**config.mk**
```make
export PLATFORM = sky130hd
export DESIGN_NAME = jtframe_sdram_arb
export DESIGN_NICKNAME = d
export VERILOG_FILES = /design/src/rtl/jtframe_sdram_arb.sv
export SDC_FILE = /design/constraint.sdc
export NUM_CORES = 1
export LEC_CHECK = 0
export ABC_AREA = 1
export CORE_ASPECT_RATIO = 1.2
export CORE_MARGIN = 2
export CORE_UTILIZATION = 35
export CTS_CLUSTER_DIAMETER = 150
export DETAILED_ROUTE_END_ITERATION = 7
export PLACE_DENSITY_LB_ADDON = 0.3
export SLEW_MARGIN = 20
export SYNTH_ARGS = -nofsm -noshare
export SYNTH_HDL_FRONTEND = slang
export SYNTH_SLANG_ARGS = --single-unit
```
**constraint.sdc**
```tcl
create_clock -name clk -period 2.7 [get_ports clk]
set_input_delay 0.54 -clock clk [delete_from_list [all_inputs] [get_ports clk]]
set_output_delay 0.54 -clock clk [all_outputs]
set_load 0.005 [all_outputs]
```
**src/rtl/jtframe_sdram_arb.sv**
```systemverilog
// jtframe_sdram_arb: round-robin arbiter that shares one 32-bit SDRAM read
// port among N ROM requesters. One transaction is in flight at a time; the
// read word comes back with a one-cycle done pulse on the owning slot.
// Slots in PRIO_MASK take precedence during active video, a watchdog aborts
// reads whose data never arrives, and refresh is enabled whenever the port
// has nothing to do.
module jtframe_sdram_arb #(
    parameter int           N         = 4,
    parameter int           AW        = 22,
    parameter logic [N-1:0] PRIO_MASK = 4'b0011,
    parameter logic [7:0]   WDOG      = 8'd255
) (
    input  logic            clk,
    input  logic            rst,
    input  logic            vblank,
    input  logic            downloading,
    input  logic [N-1:0]    req,
    input  logic [N*AW-1:0] addr,
    output logic [N-1:0]    done,
    output logic [31:0]     dout,
    output logic            sdram_req,
    input  logic            sdram_ack,
    input  logic            data_rdy,
    output logic [AW-1:0]   sdram_addr,
    input  logic [31:0]     data_read,
    output logic            refresh_en,
    output logic            busy,
    output logic            err
);

    localparam int RW = $clog2(N);

    typedef enum logic [1:0] {
        IDLE      = 2'd0,
        WAIT_ACK  = 2'd1,
        WAIT_DATA = 2'd2
    } state_t;

    state_t          state_r;
    logic [RW-1:0]   rr_r;
    logic [RW-1:0]   cur_r;
    logic [N-1:0]    hold_r;
    logic [7:0]      wdog_r;

    logic [N-1:0]    elig_s;
    logic [N-1:0]    prio_s;
    logic [N-1:0]    cand_s;
    logic [RW:0]     pick_s;
    logic            win_vld_s;
    logic [RW-1:0]   win_idx_s;
    logic [AW-1:0]   addr_sel_s;

    // Round-robin search: the first candidate found scanning upward from
    // ptr+1 with wrap-around. Scanning the offsets from far to near lets the
    // nearest hit overwrite the others, so no early exit is needed.
    function automatic logic [RW:0] pick_winner(input logic [N-1:0]  cand,
                                                input logic [RW-1:0] ptr);
        logic [RW:0]   res;
        logic [RW-1:0] pos_idx;
        int            pos;
        res = '0;
        for (int k = N; k >= 1; k--) begin
            pos = int'(ptr) + k;
            if (pos >= N) begin
                pos = pos - N;
            end else begin
                pos = pos;
            end
            pos_idx = pos[RW-1:0];
            if (cand[pos_idx]) begin
                res = {1'b1, pos_idx};
            end else begin
                res = res;
            end
        end
        return res;
    endfunction

    // One-hot encoding of a slot index.
    function automatic logic [N-1:0] to_onehot(input logic [RW-1:0] idx);
        logic [N-1:0] v;
        v = '0;
        for (int i = 0; i < N; i++) begin
            if (idx == RW'(i)) begin
                v[i] = 1'b1;
            end else begin
                v[i] = 1'b0;
            end
        end
        return v;
    endfunction

    // Candidate set: a just-served slot sits out one evaluation, and during
    // active video the boosted slots win whenever any of them is eligible.
    always_comb begin
        elig_s = req & ~hold_r;
        prio_s = elig_s & PRIO_MASK;
        if (!vblank && (prio_s != '0)) begin
            cand_s = prio_s;
        end else begin
            cand_s = elig_s;
        end
    end

    // Winner of the current arbitration round.
    always_comb begin
        pick_s    = pick_winner(cand_s, rr_r);
        win_vld_s = pick_s[RW];
        win_idx_s = pick_s[RW-1:0];
    end

    // Address of the winning slot taken from the flattened address bus.
    always_comb begin
        addr_sel_s = '0;
        for (int i = 0; i < N; i++) begin
            if (win_idx_s == RW'(i)) begin
                addr_sel_s = addr[AW*i +: AW];
            end else begin
                addr_sel_s = addr_sel_s;
            end
        end
    end

    // Transaction sequencer: arbitration, SDRAM handshake, data return,
    // watchdog abort and registered status outputs.
    always_ff @(posedge clk or posedge rst) begin
        if (rst) begin
            state_r    <= IDLE;
            rr_r       <= RW'(N-1);
            cur_r      <= '0;
            hold_r     <= '0;
            wdog_r     <= 8'd0;
            sdram_req  <= 1'b0;
            sdram_addr <= '0;
            done       <= '0;
            dout       <= 32'd0;
            refresh_en <= 1'b0;
            busy       <= 1'b0;
            err        <= 1'b0;
        end else begin
            done       <= '0;
            err        <= 1'b0;
            hold_r     <= '0;
            refresh_en <= (state_r == IDLE) && (cand_s == '0) && !downloading;
            case (state_r)
                IDLE: begin
                    if (win_vld_s && !downloading) begin
                        state_r    <= WAIT_ACK;
                        sdram_req  <= 1'b1;
                        sdram_addr <= addr_sel_s;
                        cur_r      <= win_idx_s;
                        rr_r       <= win_idx_s;
                        busy       <= 1'b1;
                    end else begin
                        state_r    <= IDLE;
                        busy       <= 1'b0;
                    end
                end
                WAIT_ACK: begin
                    // a data strobe coinciding with the ack belongs to nobody
                    if (sdram_ack) begin
                        state_r   <= WAIT_DATA;
                        sdram_req <= 1'b0;
                        wdog_r    <= 8'd0;
                    end else begin
                        state_r   <= WAIT_ACK;
                    end
                end
                WAIT_DATA: begin
                    if (data_rdy) begin
                        state_r <= IDLE;
                        busy    <= 1'b0;
                        dout    <= data_read;
                        done    <= to_onehot(cur_r);
                        hold_r  <= to_onehot(cur_r);
                    end else if ((wdog_r + 8'd1) == WDOG) begin
                        // abandon the read; the slot keeps requesting and is
                        // picked up again by normal arbitration
                        state_r <= IDLE;
                        busy    <= 1'b0;
                        err     <= 1'b1;
                        wdog_r  <= 8'd0;
                    end else begin
                        wdog_r  <= wdog_r + 8'd1;
                    end
                end
                default: begin
                    state_r   <= IDLE;
                    sdram_req <= 1'b0;
                    busy      <= 1'b0;
                end
            endcase
        end
    end

endmodule

```
==> flow_summary_export.csv, run 1 <==
group,metric,value,unit
synthesis,synth.avg_cell_area,8.353,sq um
synthesis,yosys.area.top_type,"dfrtp_1",
timing,tns,0,ns
worst_hold_path,hp-class,"register to register",
worst_hold_path,whs_path_depth,1,
placement,port_buffers,191,
timing,hold_viol,0,
critical_path,r2r-end,"sdram_addr[6]",
critical_path,path_max_fanout,33,
clock_tree,clkSinkCount,76,
synthesis,ys_seq_area_frac,0.4532,
clock_tree,cts_max_level,3,
route,avgViaCountPerCell,4.674,
clock_tree,holdBufCountCts,0,
grt,grt_max_degree,37,
synthesis,synth.area.top_cells,"dfrtp_1 44%, nand2_1 15%, mux2_2 8.6%, inv_1 5.6%, nand3_1 4.9%",
grt,grt_overflow,0,
job,maxCapViolCount,0,
route,ant_nets,0,
clock_tree,clk-insertion-delay-late,0.33,ns
synthesis,synthCells,503,
floorplan,row_count,43,
power,power.total,7.481,mW
layout,fin_nets,828,
route,drt-initial-drc-count,135,
layout,syn2layout_area_growth,55.66,%
floorplan,dieArea,0.01290,sq mm
layout,fill_cells,1096,
worst_hold_path,hold_end,"hold_r[0]",
timing,finalSetupViolCount,0,
floorplan,core,0.01162,sq mm
placement,dpl.hpwl,9352,um
timing,rsz0062_at_grt,"false",
floorplan,ios,192,
grt,grt_pass1_wl,19240,um
clock_tree,cts-root-buf,"clkbuf_16",
critical_path,required,2.91,ns
layout,diodes,0,
route,drc,0,
grt,antenna_found_initial,0,
grt,first_global_vias,4181,
route,wirelength,12030,um
timing,fin_crit_sh,0.9109,
route,dr.pass1.iters,4,
clock_tree,cts_buffers,9,
power,p_leak,3.147,nW
layout,drive_gt1_frac,0.1257,
critical_path,r2r_slack,0.37,ns
floorplan,die_w,104.0,um
layout,ff_latch_area,0.001904,sq mm
power,ir_drop,470.0,uV
synthesis,synth.distinct_cells,33,
timing,fmax,406.6,MHz
critical_path,arrival,2.67,ns
clock_tree,cts_resized,0,
floorplan,die_h,124.0,um
critical_path,crit_type,"input port to register",
critical_path,r2r_cells,11,
clock_tree,cts_tree,"yes",
clock_tree,cts_setup_buffers,0,
timing,period_needed,2.459,ns
route,vias,4006,
route,wl_per_cell,14.03,um
layout,multiInputGateArea,0.001858,sq mm
clock_tree,cts.clk_slew.worst_paths,0.06,ns
layout,final_cell_mix,"191 x clkdlybuf4s50_1, 167 x nand2_1, 74 x dfrtp_1",
critical_path,crit_path_end_kind,"register",
placement,globalplace.congestion,0.8804,
status,status,"finished clean",
synthesis,synth_warnings,0,
critical_path,r2r_start,"rr_r[0]",
clock_tree,clock_path_buffers,2,
worst_hold_path,hp-start,"cur_r[0]",
synthesis,synth_area,0.004202,sq mm
synthesis,ys_seq_elements,76,
power,cellPowerDensity,1144,mW/mm^2
timing,slew_viol_final,0,
timing,maxSlewHeadroom,0.6258,
critical_path,crit_path_start_kind,"input port",
synthesis,synth_top_area_share,0.4407,
grt,grt_use_total,0.1856,
layout,final_common_cell,"clkdlybuf4s50_1",
timing,worst_pin_slew,0.5554,ns
floorplan,initial_utilization,0.3615,
synthesis,syn_nets,635,
timing,finClkSkew,0.005882,ns
## per-layer routing
metal | track usage | part of all wire | wire length (um) | vias to the layer above
met1 | 0.2056 | 0.39 | 4669 | 1891
met3 | 0.03977 | 0.052 | 628 | 22
met5 | 0 | 0 | 0 | -
met2 | 0.3495 | 0.54 | 6461 | 122
met4 | 0.07264 | 0.022 | 267 | 0
li1 | - | - | - | 1971
## kinds of logic (layout without fill, tap and decap cells)
kind of cell | after synthesis | count (layout) | share of synthesized area
AOI/OAI and AO/OA | 38 | 38 | 0.05003
xor gates and xnor gates | 7 | 7 | 0.01638
adders and majority gates | 2 | 2 | 0.005955
buffers and inverters | 90 | 287 | 0.1045
DFF | 76 | 76 | 0.4532
muxes | 32 | 32 | 0.08577
and+or+nand+nor | 258 | 258 | 0.2841
## critical path: stages
cell             delay, ns
clkdlybuf4s50_1       0.48
nand2_1               0.09
nand2_1               0.08
nand2_2               0.08
nand3_1               0.08
nand2_1               0.11
nand2_1               0.11
nand2_1               0.07
nand2_2               0.11
nand3_4               0.12
nand2_4               0.15
nand2_4               0.21
o21ai_1               0.22
inv_1                 0.06
nand2_1               0.08
nand2_1               0.05
## worst max path at each step
| stage | cells past startpoint | start | end | slack (ns) |
|---|---|---|---|---|
| 2_1_floorplan | 1 | rst | busy | 0.22 |
| 3_3_place_gp | 18 | req[1] | sdram_addr[6] | 0.02 |
| 3_5_place_dp | 18 | req[0] | sdram_addr[8] | -0.1 |
| 4_1_cts | 18 | req[0] | sdram_addr[8] | 0.24 |
| 5_1_grt | 18 | req[1] | sdram_addr[8] | 0.03 |
| 6_report | 16 | req[0] | sdram_addr[6] | 0.24 |
## final cells by class
cell class,instances,share of cell area
flip-flops and latches,76,0.2912
clock buffers,9,0.03444
multi-input cells,337,0.2841
well taps,157,0.03004
inverters,71,0.04094
clock inverters,6,0.009757
repair buffers,201,0.3095
## flip-flops by register name, indices dropped and copies added, names as in the netlist
name / count
sdram_req: 1
state_r: 2
rr_r: 2
refresh_en: 1
wdog_r: 8
busy: 1
sdram_addr: 22
err: 1
dout: 32
cur_r: 2
hold_r: 4
## report_power, final
group	total (mW)	internal [mW]	switching, mW
Combinational	4.36	2.04	2.32
Clock	1.18	0.710	0.469
Sequential	1.94	1.65	0.291
Total	7.48	4.40	3.08
## cell usage after synthesis
library cell / instances
nand2_8: 1
o22ai_1: 5
nor2_8: 2
inv_1: 63
dfstp_2: 2
nand4_1: 8
nand3b_1: 2
nand3_4: 1
buf_4: 2
xor2_2: 1
xor2_1: 5
xnor2_1: 1
inv_2: 4
o21ai_1: 20
or2_2: 2
a21oi_1: 3
nor3_1: 9
nand3_1: 41
nand3_2: 2
dfrtp_1: 74
buf_12: 1
clkbuf_1: 6
buf_6: 9
nand2_2: 10
mux2_2: 32
nand2_4: 4
nand2_1: 167
clkinv_1: 4
o21ai_0: 9
nor2_1: 9
clkbuf_8: 1
ha_1: 2
a21boi_4: 1
## metrics by stage
| step | instance area, sq um | hold WS (ns) | std cells | util | setup WS (ns) |
|---|---|---|---|---|---|
| floorplan | 4202 | 0.4321 | 503 | - | 0.2250 |
| global placement | 6251 | 0.4408 | 842 | 0.5379 | 0.01793 |
| detailed placement | 6251 | 0.4521 | 842 | 0.5379 | -0.09956 |
| CTS | 6540 | 0.4612 | 857 | 0.5628 | 0.2440 |
| global route | 6540 | 0.4771 | 857 | 0.5628 | 0.03242 |
| finish | 6540 | 0.4582 | 857 | 0.5628 | 0.2406 |
Note: power is estimated with default switching activity, not from simulation.
==> inputs of run 2 (changes only) <==
--- a/config.mk
+++ b/config.mk
@@ -6,6 +6,7 @@
 export NUM_CORES = 1
 export LEC_CHECK = 0
 export ABC_AREA = 1
+export ABC_CLOCK_PERIOD_IN_PS = 2700
 export CORE_ASPECT_RATIO = 1.2
 export CORE_MARGIN = 2
 export CORE_UTILIZATION = 35
==> results of run 2 <==
No change in the layout: final DEF, timing and power equal those of run 1.
